**config.mk**
```make
export PLATFORM = sky130hd
export DESIGN_NAME = chart_recorder_flat
export DESIGN_NICKNAME = d
export VERILOG_FILES = /design/src/rtl/mania_pkg.sv /design/src/rtl/chart_recorder_if.sv /design/src/rtl/key_sync_edge.sv /design/src/rtl/chart_recorder.sv /design/src/flat_wrapper.sv
export SDC_FILE = /design/constraint.sdc
export NUM_CORES = 1
export LEC_CHECK = 0
export ABC_AREA = 1
export BUFFER_PORTS_ARGS = -buffer_cell sky130_fd_sc_hd__buf_2
export CAP_MARGIN = 30
export CORE_MARGIN = 3
export CORE_UTILIZATION = 40
export DETAILED_ROUTE_END_ITERATION = 7
export GPL_TIMING_DRIVEN = 0
export PLACE_DENSITY = 0.57
export REMOVE_ABC_BUFFERS = 1
export SLEW_MARGIN = 15
export SYNTH_ARGS = -nofsm -noshare
export SYNTH_HDL_FRONTEND = slang
export SYNTH_HIERARCHICAL = 1
export SYNTH_SLANG_ARGS = --single-unit
```
**constraint.sdc**
```tcl
create_clock -name clk -period 2.7 [get_ports clk]
set_input_delay 0.27 -clock clk [delete_from_list [all_inputs] [get_ports clk]]
set_output_delay 0.27 -clock clk [all_outputs]
set_load 0.01 [all_outputs]
```
**src/rtl/mania_pkg.sv**
```systemverilog
// Shared definitions for the rhythm-game chart datapath: lane count, chart word
// format and the recorder state encoding.
package mania_pkg;

  localparam int LANES  = 4;
  localparam int WORD_W = LANES;

  // One chart row lasts readspeed x fallspeed clocks of the game controller.
  localparam int ROW_TICKS_DEFAULT = 112_000_000;

  typedef logic [WORD_W-1:0] chart_word_t;

  typedef enum logic [1:0] {
    ST_IDLE,
    ST_RECORD,
    ST_FLUSH,
    ST_DONE
  } rec_state_e;

endpackage

```
**src/rtl/chart_recorder_if.sv**
```systemverilog
// Write port of the dual-port chart RAM: the recorder drives it, the RAM sinks it.
interface chart_recorder_if #(
  parameter int ADDR_W = 11
);
  import mania_pkg::*;

  logic              wr_en;
  logic [ADDR_W-1:0] wr_addr;
  chart_word_t       wr_data;

  modport master (output wr_en, output wr_addr, output wr_data);
  modport slave  (input  wr_en, input  wr_addr, input  wr_data);

endinterface

```
**src/rtl/key_sync_edge.sv**
```systemverilog
// Brings one asynchronous lane key into the clk domain and emits a single-cycle
// registered pulse on each press onset.
module key_sync_edge (
  input  logic clk,
  input  logic rst,
  input  logic key_in,
  output logic pulse
);

  logic sync1_q, sync1_d;
  logic sync2_q, sync2_d;
  logic prev_q,  prev_d;
  logic pulse_q, pulse_d;

  always_comb begin
    sync1_d = key_in;
    sync2_d = sync1_q;
    prev_d  = sync2_q;
    pulse_d = sync2_q & ~prev_q;
  end

  always_ff @(posedge clk or negedge rst) begin
    if (!rst) begin
      sync1_q <= 1'b0;
      sync2_q <= 1'b0;
      prev_q  <= 1'b0;
      pulse_q <= 1'b0;
    end else begin
      sync1_q <= sync1_d;
      sync2_q <= sync2_d;
      prev_q  <= prev_d;
      pulse_q <= pulse_d;
    end
  end

  assign pulse = pulse_q;

endmodule

```
**src/rtl/chart_recorder.sv**
```systemverilog
// Records live lane presses as one 4-bit chart word per ROW_TICKS clocks into
// the chart RAM write port.
module chart_recorder
  import mania_pkg::*;
#(
  parameter int ADDR_W    = 11,
  parameter int ROW_TICKS = ROW_TICKS_DEFAULT
) (
  input  logic                  clk,
  input  logic                  rst,
  input  logic                  start,
  input  logic                  stop,
  input  logic                  key0,
  input  logic                  key1,
  input  logic                  key2,
  input  logic                  key3,
  chart_recorder_if.master      wr,
  output logic                  recording,
  output logic                  done,
  output logic [ADDR_W:0]       rows_written
);

  localparam int TICK_W = $clog2(ROW_TICKS);
  localparam logic [TICK_W-1:0] TICK_LAST = TICK_W'(ROW_TICKS - 1);
  localparam logic [ADDR_W-1:0] ADDR_LAST = {ADDR_W{1'b1}};

  logic [LANES-1:0] keys;
  logic [LANES-1:0] edges;

  assign keys = {key3, key2, key1, key0};

  for (genvar l = 0; l < LANES; l++) begin : g_lane
    key_sync_edge u_sync (
      .clk    (clk),
      .rst    (rst),
      .key_in (keys[l]),
      .pulse  (edges[l])
    );
  end

  rec_state_e        state_q,     state_d;
  logic [TICK_W-1:0] tick_q,      tick_d;
  logic [ADDR_W-1:0] addr_q,      addr_d;
  chart_word_t       latch_q,     latch_d;
  logic [ADDR_W:0]   rows_q,      rows_d;
  logic              wr_en_q,     wr_en_d;
  logic [ADDR_W-1:0] wr_addr_q,   wr_addr_d;
  chart_word_t       wr_data_q,   wr_data_d;
  logic              recording_q, recording_d;
  logic              done_q,      done_d;

  always_comb begin
    state_d     = state_q;
    tick_d      = tick_q;
    addr_d      = addr_q;
    latch_d     = latch_q;
    rows_d      = rows_q;
    wr_en_d     = 1'b0;
    wr_addr_d   = wr_addr_q;
    wr_data_d   = wr_data_q;
    recording_d = (state_q == ST_RECORD) || (state_q == ST_FLUSH);
    done_d      = (state_q == ST_DONE);

    case (state_q)
      ST_IDLE, ST_DONE: begin
        if (start && !stop) begin
          state_d = ST_RECORD;
          tick_d  = '0;
          addr_d  = '0;
          latch_d = '0;
          rows_d  = '0;
        end
      end

      ST_RECORD: begin
        if (tick_q == TICK_LAST) begin
          // Row boundary: the regular row write takes priority over a stop.
          wr_en_d   = 1'b1;
          wr_addr_d = addr_q;
          wr_data_d = latch_q | edges;
          rows_d    = rows_q + (ADDR_W + 1)'(1);
          latch_d   = '0;
          tick_d    = '0;
          if (addr_q == ADDR_LAST) begin
            state_d = ST_DONE;
          end else begin
            addr_d = addr_q + ADDR_W'(1);
            if (stop) state_d = ST_FLUSH;
          end
        end else begin
          latch_d = latch_q | edges;
          tick_d  = tick_q + TICK_W'(1);
          if (stop) state_d = ST_FLUSH;
        end
      end

      ST_FLUSH: begin
        // Partial row is committed even when empty so the chart length is exact.
        wr_en_d   = 1'b1;
        wr_addr_d = addr_q;
        wr_data_d = latch_q | edges;
        rows_d    = rows_q + (ADDR_W + 1)'(1);
        latch_d   = '0;
        state_d   = ST_DONE;
      end

      default: state_d = ST_IDLE;
    endcase
  end

  always_ff @(posedge clk or negedge rst) begin
    if (!rst) begin
      state_q     <= ST_IDLE;
      tick_q      <= '0;
      addr_q      <= '0;
      latch_q     <= '0;
      rows_q      <= '0;
      wr_en_q     <= 1'b0;
      wr_addr_q   <= '0;
      wr_data_q   <= '0;
      recording_q <= 1'b0;
      done_q      <= 1'b0;
    end else begin
      state_q     <= state_d;
      tick_q      <= tick_d;
      addr_q      <= addr_d;
      latch_q     <= latch_d;
      rows_q      <= rows_d;
      wr_en_q     <= wr_en_d;
      wr_addr_q   <= wr_addr_d;
      wr_data_q   <= wr_data_d;
      recording_q <= recording_d;
      done_q      <= done_d;
    end
  end

  assign wr.wr_en      = wr_en_q;
  assign wr.wr_addr    = wr_addr_q;
  assign wr.wr_data    = wr_data_q;
  assign recording     = recording_q;
  assign done          = done_q;
  assign rows_written  = rows_q;

endmodule

```
**src/flat_wrapper.sv**
```systemverilog
// flat-port wrapper written by rule: the top's interface ports become plain ports
module chart_recorder_flat import mania_pkg::*;
#(
  parameter int ADDR_W    = 11,
  parameter int ROW_TICKS = ROW_TICKS_DEFAULT
)
  (clk, rst, start, stop, key0, key1, key2, key3, recording, done, rows_written, wr_wr_en, wr_wr_addr, wr_wr_data);
  chart_recorder_if #(.ADDR_W(ADDR_W)) wr_i ();
  input  logic clk;
  input  logic rst;
  input  logic start;
  input  logic stop;
  input  logic key0;
  input  logic key1;
  input  logic key2;
  input  logic key3;
  output logic recording;
  output logic done;
  output logic [ADDR_W:0] rows_written;
  output wire logic [$bits(wr_i.wr_en)-1:0] wr_wr_en;
  output wire logic [$bits(wr_i.wr_addr)-1:0] wr_wr_addr;
  output wire logic [$bits(wr_i.wr_data)-1:0] wr_wr_data;
  assign wr_wr_en = wr_i.wr_en;
  assign wr_wr_addr = wr_i.wr_addr;
  assign wr_wr_data = wr_i.wr_data;
  chart_recorder #(.ADDR_W(ADDR_W), .ROW_TICKS(ROW_TICKS)) u_core (.clk(clk), .rst(rst), .start(start), .stop(stop), .key0(key0), .key1(key1), .key2(key2), .key3(key3), .wr(wr_i), .recording(recording), .done(done), .rows_written(rows_written));
endmodule
```
==> out/qor.tcl, run 1 <==
set qor(synth_area_per_inst_um2) 8.348
set qor(avgRoutedWirePerCell_um) 12.53
set qor(grt_setup_unrepaired) {false}
set qor(finalClockSkew_ps) 8.869
set qor(tns_ps) 0
set qor(ir_drop_mv) 0.2946
set qor(detailedRoute.firstPassIterationCount) 4
set qor(max_slew_margin_pct) 62.65
set qor(share_clk_of_total_power_pct) 30.6
set qor(critical_path_required_ps) 2930
set qor(place.gp.congestion) 0.8398
set qor(setup.worst_path.end_class) {flip-flop}
set qor(clock-root-buffer) {clkbuf_16}
set qor(synthesis.area_um2) 4633
set qor(floorplan.die_area_um2) 12910
set qor(power_density_nw_per_um2) 828.6
set qor(drive_above_1_share_pct) 19.40
set qor(via_per_inst) 4.916
set qor(num_io_pins) 38
set qor(synth_sequential_area_ratio_pct) 48.61
set qor(antenna_found_initial) 0
set qor(worstSetupStartpointType) {flip-flop}
set qor(synth_edf_count) 0
set qor(netlist.area_leader.share_pct) 48.61
set qor(die_h_um) 113.6
set qor(pwr-share-comb_pct) 32.1
set qor(final.hold.worst_slack_ps) 26.88
set qor(cts-htree-levels) 3
set qor(yosysMostFrequentCell) {nand2_1}
set qor(clock_tree.buffer_depth) 2
set qor(drt_first_iter_violations) 223
set qor(route.antenna.remaining_nets) 0
set qor(num_antenna_cells) 0
set qor(hold-path-cell-count) 1
set qor(fraction_of_the_mapped_netlist_area_in_simple_logic_gates_pct) 30.30
set qor(floorplan.initialDensity_pct) 41.82
set qor(synthFlopType) {dfrtp_1}
set qor(nets) 607
set qor(synth_top_family_by_area) {simple AND/OR/NAND/NOR gates}
set qor(critPathMaxStageDelay_ps) 470
set qor(global_route.usage.met3_pct) 2.281
set qor(row_count) 38
set qor(clock.fmax_ghz) 0.4183
set qor(die_width_um) 113.6
set qor(power_leakage_nw) 2.432
set qor(slew_viol_final) 0
set qor(synth.top_cells.by_area) {dfrtp_1 49%, nand2_1 11%, nor2_1 6.3%}
set qor(synth.largest_area_cell) {dfrtp_1}
set qor(finalSetupViolations) 0
set qor(synth-warning-count) 6
set qor(post_synth_mux_area_share_pct) 0
set qor(synth.ff_latch_count) 90
set qor(dp_hpwl_mm) 6.553
set qor(tritoncts.num_buffers) 9
set qor(ys_top_cells_by_count) {134 x nand2_1, 90 x dfrtp_1, 78 x nor2_1, 53 x inv_1, 49 x nand3_1}
set qor(maximum_number_of_pins_on_one_net_before_global_route_repair) 60
set qor(first_global_vias) 3489
set qor(worstSkewPairLatency_ps) 340
set qor(switching_power_summed_over_all_nets_mw) 1.636
set qor(design.core.area_um2) 11080
set qor(cpMaxStageDelayCell) {ha_1}
set qor(synth_xor_xnor_area_share_pct) 3.025
set qor(path_cells) {inv_1, ha_1, inv_2, nand2_1, nand2_4, nand2_1, nor2_4, inv_1, nor2_2, nand3_1, nand2_1, nor2_1}
set qor(internal_power_mw) 2.744
set qor(route.final.wire_length_mm) 9.244
set qor(async_reset_ff_share_pct) 100.0
set qor(hp-class) {in2reg}
set qor(grt.met2_usage_pct) 24.26
set qor(groute.layer.met1.usage_pct) 21.83
set qor(synth-compound-area-share_pct) 9.587
set qor(synthesis.instances) 555
set qor(finalCritPeriodShare_pct) 88.55
set qor(groute.usage.overall_pct) 15.66
set qor(path_max_fanout) 16
set qor(post_synthesis_adder_cell_area_fraction_pct) 1.620
set qor(fillers) 1080
set qor(num_vias) 3628
set qor(yosysUniqueCellTypes) 36
set qor(grt_pass1_wl_mm) 16.45
set qor(max_slew.worst_pin.slew_ps) 558.9
set qor(tritoncts) {done}
set qor(global_route.peak_usage_layer) {met2}
set qor(power.sequential.fraction_pct) 37.4
set qor(sw_frac_of_total_pct) 37.35
set qor(global_route.overflow_total) 0
set qor(layout-area-overhead-vs-synth_pct) 14.10
set qor(drv_cap) 0
set qor(clkSinkCount) 90
set qor(cp.arrival_ps) 2620
set qor(timing.final.hold_violations) 0
set qor(clk_transition_reported_paths_ps) 70
set qor(final_period_minus_worst_setup_slack_ps) 2391
set qor(port_buffers) 37
set qor(outcome) {finished, final reports clean}
set qor(r2r_cells) 12
set qor(post-route-drc-count) 0
set qor(timing.setup.critical_path_class) {reg2reg}
set qor(timing.critical_path.mode_cell) {nand2_1}
-- flip-flops by register name (all words and copies together) (netlist names) --
register,count
u_core/addr_q,11
u_core/done,1
u_core/g_lane.u_sync/prev_d,4
u_core/g_lane.u_sync/prev_q,4
u_core/g_lane.u_sync/pulse,4
u_core/g_lane.u_sync/sync1_q,4
u_core/latch_q,4
u_core/recording,1
u_core/rows_written,12
u_core/state_q,2
u_core/tick_q,27
u_core/wr.wr_addr,11
u_core/wr.wr_data,4
u_core/wr.wr_en,1
-- power groups by stage --
| stage | logic [mW] | registers [mW] | clock network [mW] |
|---|---|---|---|
| after floorplan | 0.905 | 1.68 | 0 |
| final | 1.40 | 1.64 | 1.34 |
| after global routing | 1.58 | 1.67 | 1.43 |
| after CTS | 1.43 | 1.64 | 1.39 |
| after global placement | 1.31 | 1.66 | 0 |
| after detailed placement | 1.42 | 1.66 | 0 |
-- layout make-up --
| class | instances | area, µm² | share of cell area, % |
|---|---|---|---|
| sequential | 90 | 2252 | 42.60 |
| multi-input combinational | 396 | 2073 | 39.22 |
| timing repair buffer | 40 | 252.7 | 4.781 |
| clock buffer | 11 | 232.7 | 4.402 |
| inverter | 56 | 214.0 | 4.047 |
| tap | 140 | 175.2 | 3.314 |
| clock inverter | 5 | 86.33 | 1.633 |
-- repair_timing --
item	in CTS	in global routing
setup buffers	0	0
resized for setup	0	2
hold endpoints to repair	31	0
hold buffers	1	0
endpoints found under the setup margin	0	11
-- final timing paths --
path                                                            from                                        end  slack, ps
setup / recovery                       u_core/state_q[0]$_DFFE_PN0P_              u_core/tick_q[19]$_DFFE_PN0P_        310
hold / removal                                                  key1  u_core/g_lane[1].u_sync/sync1_q$_DFF_PN0_         30
setup reg to reg                       u_core/state_q[0]$_DFFE_PN0P_              u_core/tick_q[19]$_DFFE_PN0P_        310
hold reg to reg            u_core/g_lane[0].u_sync/sync1_q$_DFF_PN0_   u_core/g_lane[0].u_sync/prev_d$_DFF_PN0_        350
max in group asynchronous                                        rst              u_core/tick_q[11]$_DFFE_PN0P_       1660
min in group asynchronous                                        rst               u_core/addr_q[7]$_DFFE_PN0P_        410
-- cell families after synthesis --
| logic type | count (synthesis) |
|---|---|
| AO/OA/AOI/OAI | 64 |
| XOR/XNOR | 16 |
| adder cells (fa/ha/maj) | 6 |
| buffers and inverters | 69 |
| flip-flops | 90 |
| AND/OR/NAND/NOR | 310 |
-- critical path: cells and delay by family, from the launching register on --
family / cells / cell delay [ps]
and+or+nand+nor: 8 / 1010
adders and majority gates: 1 / 470
DFF: 1 / 410
buffers and inverters: 3 / 370
-- cell usage in the layout (no fill, tap or decap), drive strengths merged --
master,count
nand2,144
dfrtp,90
nor2,89
inv,56
nand3,50
o21ai,44
buf,39
a21oi,15
xor2,13
clkbuf,11
nor3,9
nand4,7
ha,6
or2,5
nand3b,4
xnor2,3
bufinv,2
clkinv,2
dlygate4sd3,1
o21a,1
clkinvlp,1
a31oi,1
and3b,1
o21bai,1
a31o,1
o22ai,1
nor4,1
-- layer usage --
metal	vias up	wire [µm]
met1	1705	4408
met4	0	166
met2	71	4253
met3	9	416
li1	1843	-
met5	-	0
-- through the flow --
stage	instance area, µm²	util, %	cells	power (mW)	setup WS, ps
floorplan	4526	-	542	2.581	560.7
global placement	4886	44.10	719	2.969	94.31
detailed placement	4951	44.69	721	3.079	53.06
CTS	5280	47.66	738	4.448	42.11
global route	5286	47.72	738	4.679	8.757
finish	5286	47.72	738	4.380	309.2
(Power assumes the default switching activity.)
==> run 2: changes to the inputs <==
--- a/config.mk
+++ b/config.mk
@@ -6,8 +6,10 @@
 export NUM_CORES = 1
 export LEC_CHECK = 0
 export ABC_AREA = 1
+export ABC_CLOCK_PERIOD_IN_PS = 2700
 export BUFFER_PORTS_ARGS = -buffer_cell sky130_fd_sc_hd__buf_2
 export CAP_MARGIN = 30
+export CORE_ASPECT_RATIO = 1.25
 export CORE_MARGIN = 3
 export CORE_UTILIZATION = 40
 export DETAILED_ROUTE_END_ITERATION = 7
==> run 2 against run 1 <==
  * Cell count is 0.54% lower
  * Largest power group unchanged
  * Count of clock-buffer cells in the layout shrank 2
  * Total power fell by 2.1%
  * Sequential share of layout area is 0.17 points higher
  * Cell area down 0.40%
  * Critical endpoint unchanged
  * Critical path depth unchanged
==> out/qor.tcl, run 2 (synthesis results as in run 1) <==
set qor(avgRoutedWirePerCell_um) 12.79
set qor(worstSkewPairLatency_ps) 340
set qor(post-route-drc-count) 0
set qor(tritoncts.num_buffers) 9
set qor(layout_common_cells) {134 x nand2_1, 90 x dfrtp_1, 78 x nor2_1, 53 x inv_1, 49 x nand3_1}
set qor(route.antenna.remaining_nets) 0
set qor(crit-reg2reg-launch) {u_core/state_q[0]$_DFFE_PN0P_}
set qor(report.power.total_mw) 4.290
set qor(first_global_vias) 3563
set qor(power_density_nw_per_um2) 814.8
set qor(clock.fmax_ghz) 0.4220
set qor(final.hold.worst_slack_ps) 28.82
set qor(global_route.usage.met3_pct) 2.145
set qor(timing.final.hold_violations) 0
set qor(row_count) 43
set qor(timing.setup.critical_path_class) {reg2reg}
set qor(dp_hpwl_mm) 6.676
set qor(outcome) {finished, final reports clean}
set qor(drive_above_1_share_pct) 19.70
set qor(timing.critical_path.mode_cell) {nand2_1}
set qor(num_io_pins) 38
set qor(route.final.wire_length_mm) 9.389
set qor(slew_viol_final) 0
set qor(path_max_fanout) 16
set qor(r2r_cells) 12
set qor(floorplan.die_area_um2) 12920
set qor(worstSetupStartpointType) {flip-flop}
set qor(stdcell_count) 734
set qor(global_route.overflow_total) 0
set qor(largest_register_ffs) 27
set qor(design.core.area_um2) 11190
set qor(max_slew.worst_pin.slew_ps) 646.0
set qor(antenna_found_initial) 0
set qor(crit-reg2reg-capture) {u_core/tick_q[19]$_DFFE_PN0P_}
set qor(max_slew_margin_pct) 56.83
set qor(drv_cap) 0
set qor(place.gp.congestion) 0.8337
set qor(maximum_number_of_pins_on_one_net_before_global_route_repair) 50
set qor(crit_path_start) {u_core/state_q[0]$_DFFE_PN0P_}
set qor(detailedRoute.firstPassIterationCount) 4
set qor(critPathMaxStageDelay_ps) 460
set qor(path_cells) {inv_1, ha_1, inv_2, nand2_1, nand2_4, nand2_1, nor2_4, inv_1, nor2_2, nand3_1, nand2_1, nor2_1}
set qor(floorplan.initialDensity_pct) 41.40
set qor(clk_transition_reported_paths_ps) 70
set qor(groute.usage.overall_pct) 15.55
set qor(number_of_post_cts_setup_repair_buffers) 0
set qor(tritoncts) {done}
set qor(layout-area-overhead-vs-synth_pct) 13.64
set qor(numPlacedInstances) 716
set qor(clock-root-buffer) {clkbuf_16}
set qor(num_antenna_cells) 0
set qor(tns_ps) 0
set qor(grt.met2_usage_pct) 26.29
set qor(critical_path_required_ps) 2930
set qor(cp.arrival_ps) 2600
set qor(power_leakage_nw) 2.425
set qor(num_vias) 3560
set qor(hp-class) {in2reg}
set qor(clkSinkCount) 90
set qor(die_h_um) 126.3
set qor(largest_register) {u_core/tick_q}
set qor(finalCritPeriodShare_pct) 87.77
set qor(ir_drop_mv) 0.5247
set qor(die_width_um) 102.3
set qor(finalSetupViolations) 0
set qor(cts-htree-levels) 3
set qor(grt_setup_unrepaired) {false}
set qor(nets) 608
set qor(layout.cells.most_common) {nand2_1}
set qor(cpMaxStageDelayCell) {ha_1}
set qor(grt_pass1_wl_mm) 16.11
set qor(drt_first_iter_violations) 153
set qor(setup.worst_path.end_class) {flip-flop}
set qor(final_period_minus_worst_setup_slack_ps) 2370
set qor(clock_tree.buffer_depth) 2
set qor(regToRegSetupSlack_ps) 330
set qor(finalClockSkew_ps) 7.143
set qor(groute.layer.met1.usage_pct) 19.60
set qor(port_buffers) 37
set qor(capturing_element_of_the_worst_setup_path) {u_core/tick_q[19]$_DFFE_PN0P_}
set qor(via_per_inst) 4.850
set qor(global_route.peak_usage_layer) {met2}
==> run 2: cell type report <==
| class | count | area (µm²) |
|---|---|---|
| clock buffer | 9 | 225.2 |
| inverter | 56 | 214.0 |
| tap | 135 | 168.9 |
| sequential | 90 | 2252 |
| fill | 1120 | 5926 |
| multi-input combinational | 396 | 2071 |
| clock inverter | 7 | 66.31 |
| timing repair buffer | 41 | 267.8 |
==> run 2: stage by stage <==
stage / utilization [%] / cell area (µm²) / setup WS (ps)
6_report: 47.05 / 5265 / 330.2
3_3_place_gp: 43.60 / 4880 / 70.45
4_1_cts: 46.88 / 5246 / 17.70
2_1_floorplan: - / 4526 / 560.7
5_1_grt: 47.05 / 5265 / 60.71
3_5_place_dp: 44.19 / 4945 / 21.82
==> run 2: worst max-delay path, delay by kind of cell, from the launching register on <==
family	cells	cell delay (ps)
DFF	1	420
and+or+nand+nor	8	1010
buffers and inverters	3	350
adders and majority gates	1	460
==> run 2: worst min path at each step <==
stage	from	endpoint	slack [ps]	cells after the start
after floorplan	rst	u_core/addr_q[0]$_DFFE_PN0P_	-30	0
after global placement	u_core/g_lane[1].u_sync/sync1_q$_DFF_PN0_	u_core/g_lane[1].u_sync/prev_d$_DFF_PN0_	330	0
after detailed placement	rst	u_core/wr.wr_addr[7]$_DFFE_PN0P_	300	1
after CTS	key1	u_core/g_lane[1].u_sync/sync1_q$_DFF_PN0_	20	1
after global routing	key1	u_core/g_lane[1].u_sync/sync1_q$_DFF_PN0_	20	1
final	key1	u_core/g_lane[1].u_sync/sync1_q$_DFF_PN0_	30	1
==> run 2: metal layers <==
layer / wire, µm / vias up
li1: - / 1843
met1: 4400 / 1654
met2: 4602 / 49
met3: 193 / 14
met4: 192 / 0
met5: 0 / -
==> run 2: report_power, final <==
| group | total [mW] | internal [mW] | switching (mW) |
|---|---|---|---|
| sequential | 1.64 | 1.51 | 0.133 |
| combinational | 1.42 | 0.431 | 0.990 |
| clock | 1.23 | 0.650 | 0.576 |
==> run 2: timing repair <==
item,4_1_cts,5_1_grt
hold buffers,1,0
hold endpoints to repair,41,0
endpoints found under the setup margin,0,1
gates resized for setup,0,1
==> run 3: changes to the inputs <==
--- a/config.mk
+++ b/config.mk
@@ -11,10 +11,10 @@
 export CAP_MARGIN = 30
 export CORE_ASPECT_RATIO = 1.25
 export CORE_MARGIN = 3
-export CORE_UTILIZATION = 40
+export CORE_UTILIZATION = 50
 export DETAILED_ROUTE_END_ITERATION = 7
 export GPL_TIMING_DRIVEN = 0
-export PLACE_DENSITY = 0.57
+export PLACE_DENSITY = 0.69
 export REMOVE_ABC_BUFFERS = 1
 export SLEW_MARGIN = 15
 export SYNTH_ARGS = -nofsm -noshare
==> run 3 against run 2 <==
  * Core utilization up 11 points
  * Clock power fell by 29%
  * Wire length shrank 5.1%
  * Critical path depth stayed put
  * Cell count decreased by 1.8%
  * Critical endpoint unchanged
  * Largest cell class unchanged
  * Highest routed layer unchanged
==> out/qor.tcl, run 3 (synthesis results as in run 1) <==
set qor(groute.usage.overall_pct) 18.60
set qor(slew_viol_final) 0
set qor(cts-htree-levels) 3
set qor(floorplan.initialDensity_pct) 52.39
set qor(ir_drop_mv) 0.3516
set qor(finalClockSkew_ps) 12.94
set qor(path_cells) {inv_1, ha_1, inv_2, nand2_1, nand2_4, nand2_1, nor2_4, inv_1, nor2_2, nand3_1, nand2_1, nor2_1}
set qor(via_per_inst) 4.954
set qor(hp-class) {in2reg}
set qor(hold-path-cell-count) 4
set qor(worstSetupStartpointType) {flip-flop}
set qor(clock.fmax_ghz) 0.4113
set qor(outcome) {finished, final reports clean}
set qor(largest_register) {u_core/tick_q}
set qor(clk_transition_reported_paths_ps) 90
set qor(place.gp.congestion) 0.8922
set qor(tritoncts.num_buffers) 9
set qor(max_slew.worst_pin.slew_ps) 884.2
set qor(route.final.wire_length_mm) 8.908
set qor(max_slew_margin_pct) 40.83
set qor(num_io_pins) 38
set qor(tns_ps) 0
set qor(timing.final.hold_violations) 0
set qor(detailedRoute.firstPassIterationCount) 4
set qor(route.antenna.remaining_nets) 0
set qor(clkSinkCount) 90
set qor(crit_path_start) {u_core/state_q[0]$_DFFE_PN0P_}
set qor(nets) 610
set qor(worstSkewPairLatency_ps) 370
set qor(final_instance_area_um2) 5137
set qor(clock-root-buffer) {clkbuf_8}
set qor(post_dp_cell_area_um2) 4898
set qor(post-route-drc-count) 0
set qor(die_width_um) 92.10
set qor(global_route.overflow_total) 0
set qor(numPlacedInstances) 700
set qor(layout_common_cells) {134 x nand2_1, 90 x dfrtp_1, 78 x nor2_1, 53 x inv_1, 49 x nand3_1}
set qor(finalCritPeriodShare_pct) 90.04
set qor(grt_setup_unrepaired) {false}
set qor(first_global_vias) 3634
set qor(port_buffers) 37
set qor(drive_above_1_share_pct) 19.30
set qor(row_count) 38
set qor(layout-area-overhead-vs-synth_pct) 10.88
set qor(cp.arrival_ps) 2680
set qor(setup.worst_path.end_class) {flip-flop}
set qor(largest_register_ffs) 27
set qor(pre_cts_slack_ps) 78.50
set qor(layout.cells.most_common) {nand2_1}
set qor(power_density_nw_per_um2) 740.7
set qor(die_h_um) 113.6
set qor(cpMaxStageDelayCell) {ha_1}
set qor(dp_hpwl_mm) 6.365
set qor(clock_tree.buffer_depth) 2
set qor(critPathMaxStageDelay_ps) 460
set qor(grt_pass1_wl_mm) 15.89
set qor(crit-reg2reg-launch) {u_core/state_q[0]$_DFFE_PN0P_}
set qor(drt_first_iter_violations) 183
set qor(finalSetupViolations) 0
set qor(crit-reg2reg-capture) {u_core/tick_q[19]$_DFFE_PN0P_}
set qor(stdcell_count) 721
set qor(avgRoutedWirePerCell_um) 12.36
set qor(design.core.area_um2) 8843
set qor(final_period_minus_worst_setup_slack_ps) 2431
set qor(whs_endpoint) {u_core/state_q[1]$_DFFE_PN0P_}
set qor(antenna_found_initial) 0
set qor(start_point_of_the_worst_hold_path) {start}
set qor(maximum_number_of_pins_on_one_net_before_global_route_repair) 53
set qor(timing.setup.critical_path_class) {reg2reg}
set qor(regToRegSetupSlack_ps) 270
set qor(tritoncts) {done}
set qor(drv_cap) 0
set qor(path_max_fanout) 16
set qor(floorplan.die_area_um2) 10460
set qor(timing.critical_path.mode_cell) {nand2_1}
set qor(fillers) 805
set qor(num_antenna_cells) 0
set qor(r2r_cells) 12
set qor(power_leakage_nw) 2.375
set qor(fin_ws_ps) 268.8
set qor(finalCoreUtilization_pct) 58.09
set qor(critical_path_required_ps) 2950
set qor(num_vias) 3572
run 3: cell count changes in the layout (fill, tap and decap cells not counted):
| cell | delta |
|---|---|
| clkbuf_8 | +10 |
| clkbuf_16 | -9 |
| dlygate4sd3_1 | +4 |
| inv_8 | -2 |
| buf_16 | -1 |
| buf_8 | -1 |
| clkinv_1 | +1 |
| clkinv_2 | +1 |
| clkinvlp_4 | -1 |
| ha_1 | -1 |
| ha_2 | +1 |
run 3: power breakdown:
part | internal (mW) | switching, mW | total, mW
Sequential | 1.51 | 0.126 | 1.64
Clock | 0.371 | 0.499 | 0.869
Combinational | 0.361 | 0.939 | 1.30
run 3: worst max path at each step:
stage,endpoint,cells past startpoint,slack (ps)
6_report,u_core/tick_q[19]$_DFFE_PN0P_,12,270
5_1_grt,u_core/tick_q[13]$_DFFE_PN0P_,8,30
4_1_cts,u_core/tick_q[19]$_DFFE_PN0P_,11,40
3_5_place_dp,u_core/tick_q[19]$_DFFE_PN0P_,11,80
3_3_place_gp,u_core/wr.wr_addr[6]$_DFFE_PN0P_,4,130
2_1_floorplan,u_core/tick_q[19]$_DFFE_PN0P_,11,560
run 3: per-stage QoR:
step	power (mW)	hold WS (ps)
5_1_grt	4.103	221.3
4_1_cts	3.874	183.3
3_5_place_dp	2.979	285.0
2_1_floorplan	2.581	-25.59
3_3_place_gp	2.932	331.7
6_report	3.806	206.5
run 3: final cells by class:
| class | instances | area [µm²] | share of cell area [%] |
|---|---|---|---|
| clock inverters | 6 | 48.80 | 0.9498 |
| repair buffers | 43 | 265.3 | 5.163 |
| flip-flops and latches | 90 | 2252 | 43.84 |
| multi-input cells | 396 | 2073 | 40.36 |
| well taps | 120 | 150.1 | 2.923 |
| clock buffers | 10 | 137.6 | 2.679 |
| inverters | 56 | 210.2 | 4.092 |
run 3: critical path: cells and delay by family (launching register included):
family                   cells  cell delay (ps)
adder cells (fa/ha/maj)      1              460
AND/OR/NAND/NOR              8             1030
buffers and inverters        3              370
flip-flops                   1              440
run 3: what timing repair did:
action,CTS,global route
endpoints found under the setup margin,0,6
resized for setup,0,1
hold buffers,5,0
hold endpoints to repair,42,0
setup buffers,0,0
run 3: per-layer routing:
| metal | wire (µm) | up-vias | track usage, % |
|---|---|---|---|
| met2 | 4521 | 48 | 33.33 |
| met3 | 242 | 11 | 4.024 |
| met4 | 138 | 0 | 6.541 |
| met1 | 4006 | 1664 | 22.01 |
| met5 | 0 | - | 0 |
| li1 | - | 1849 | - |
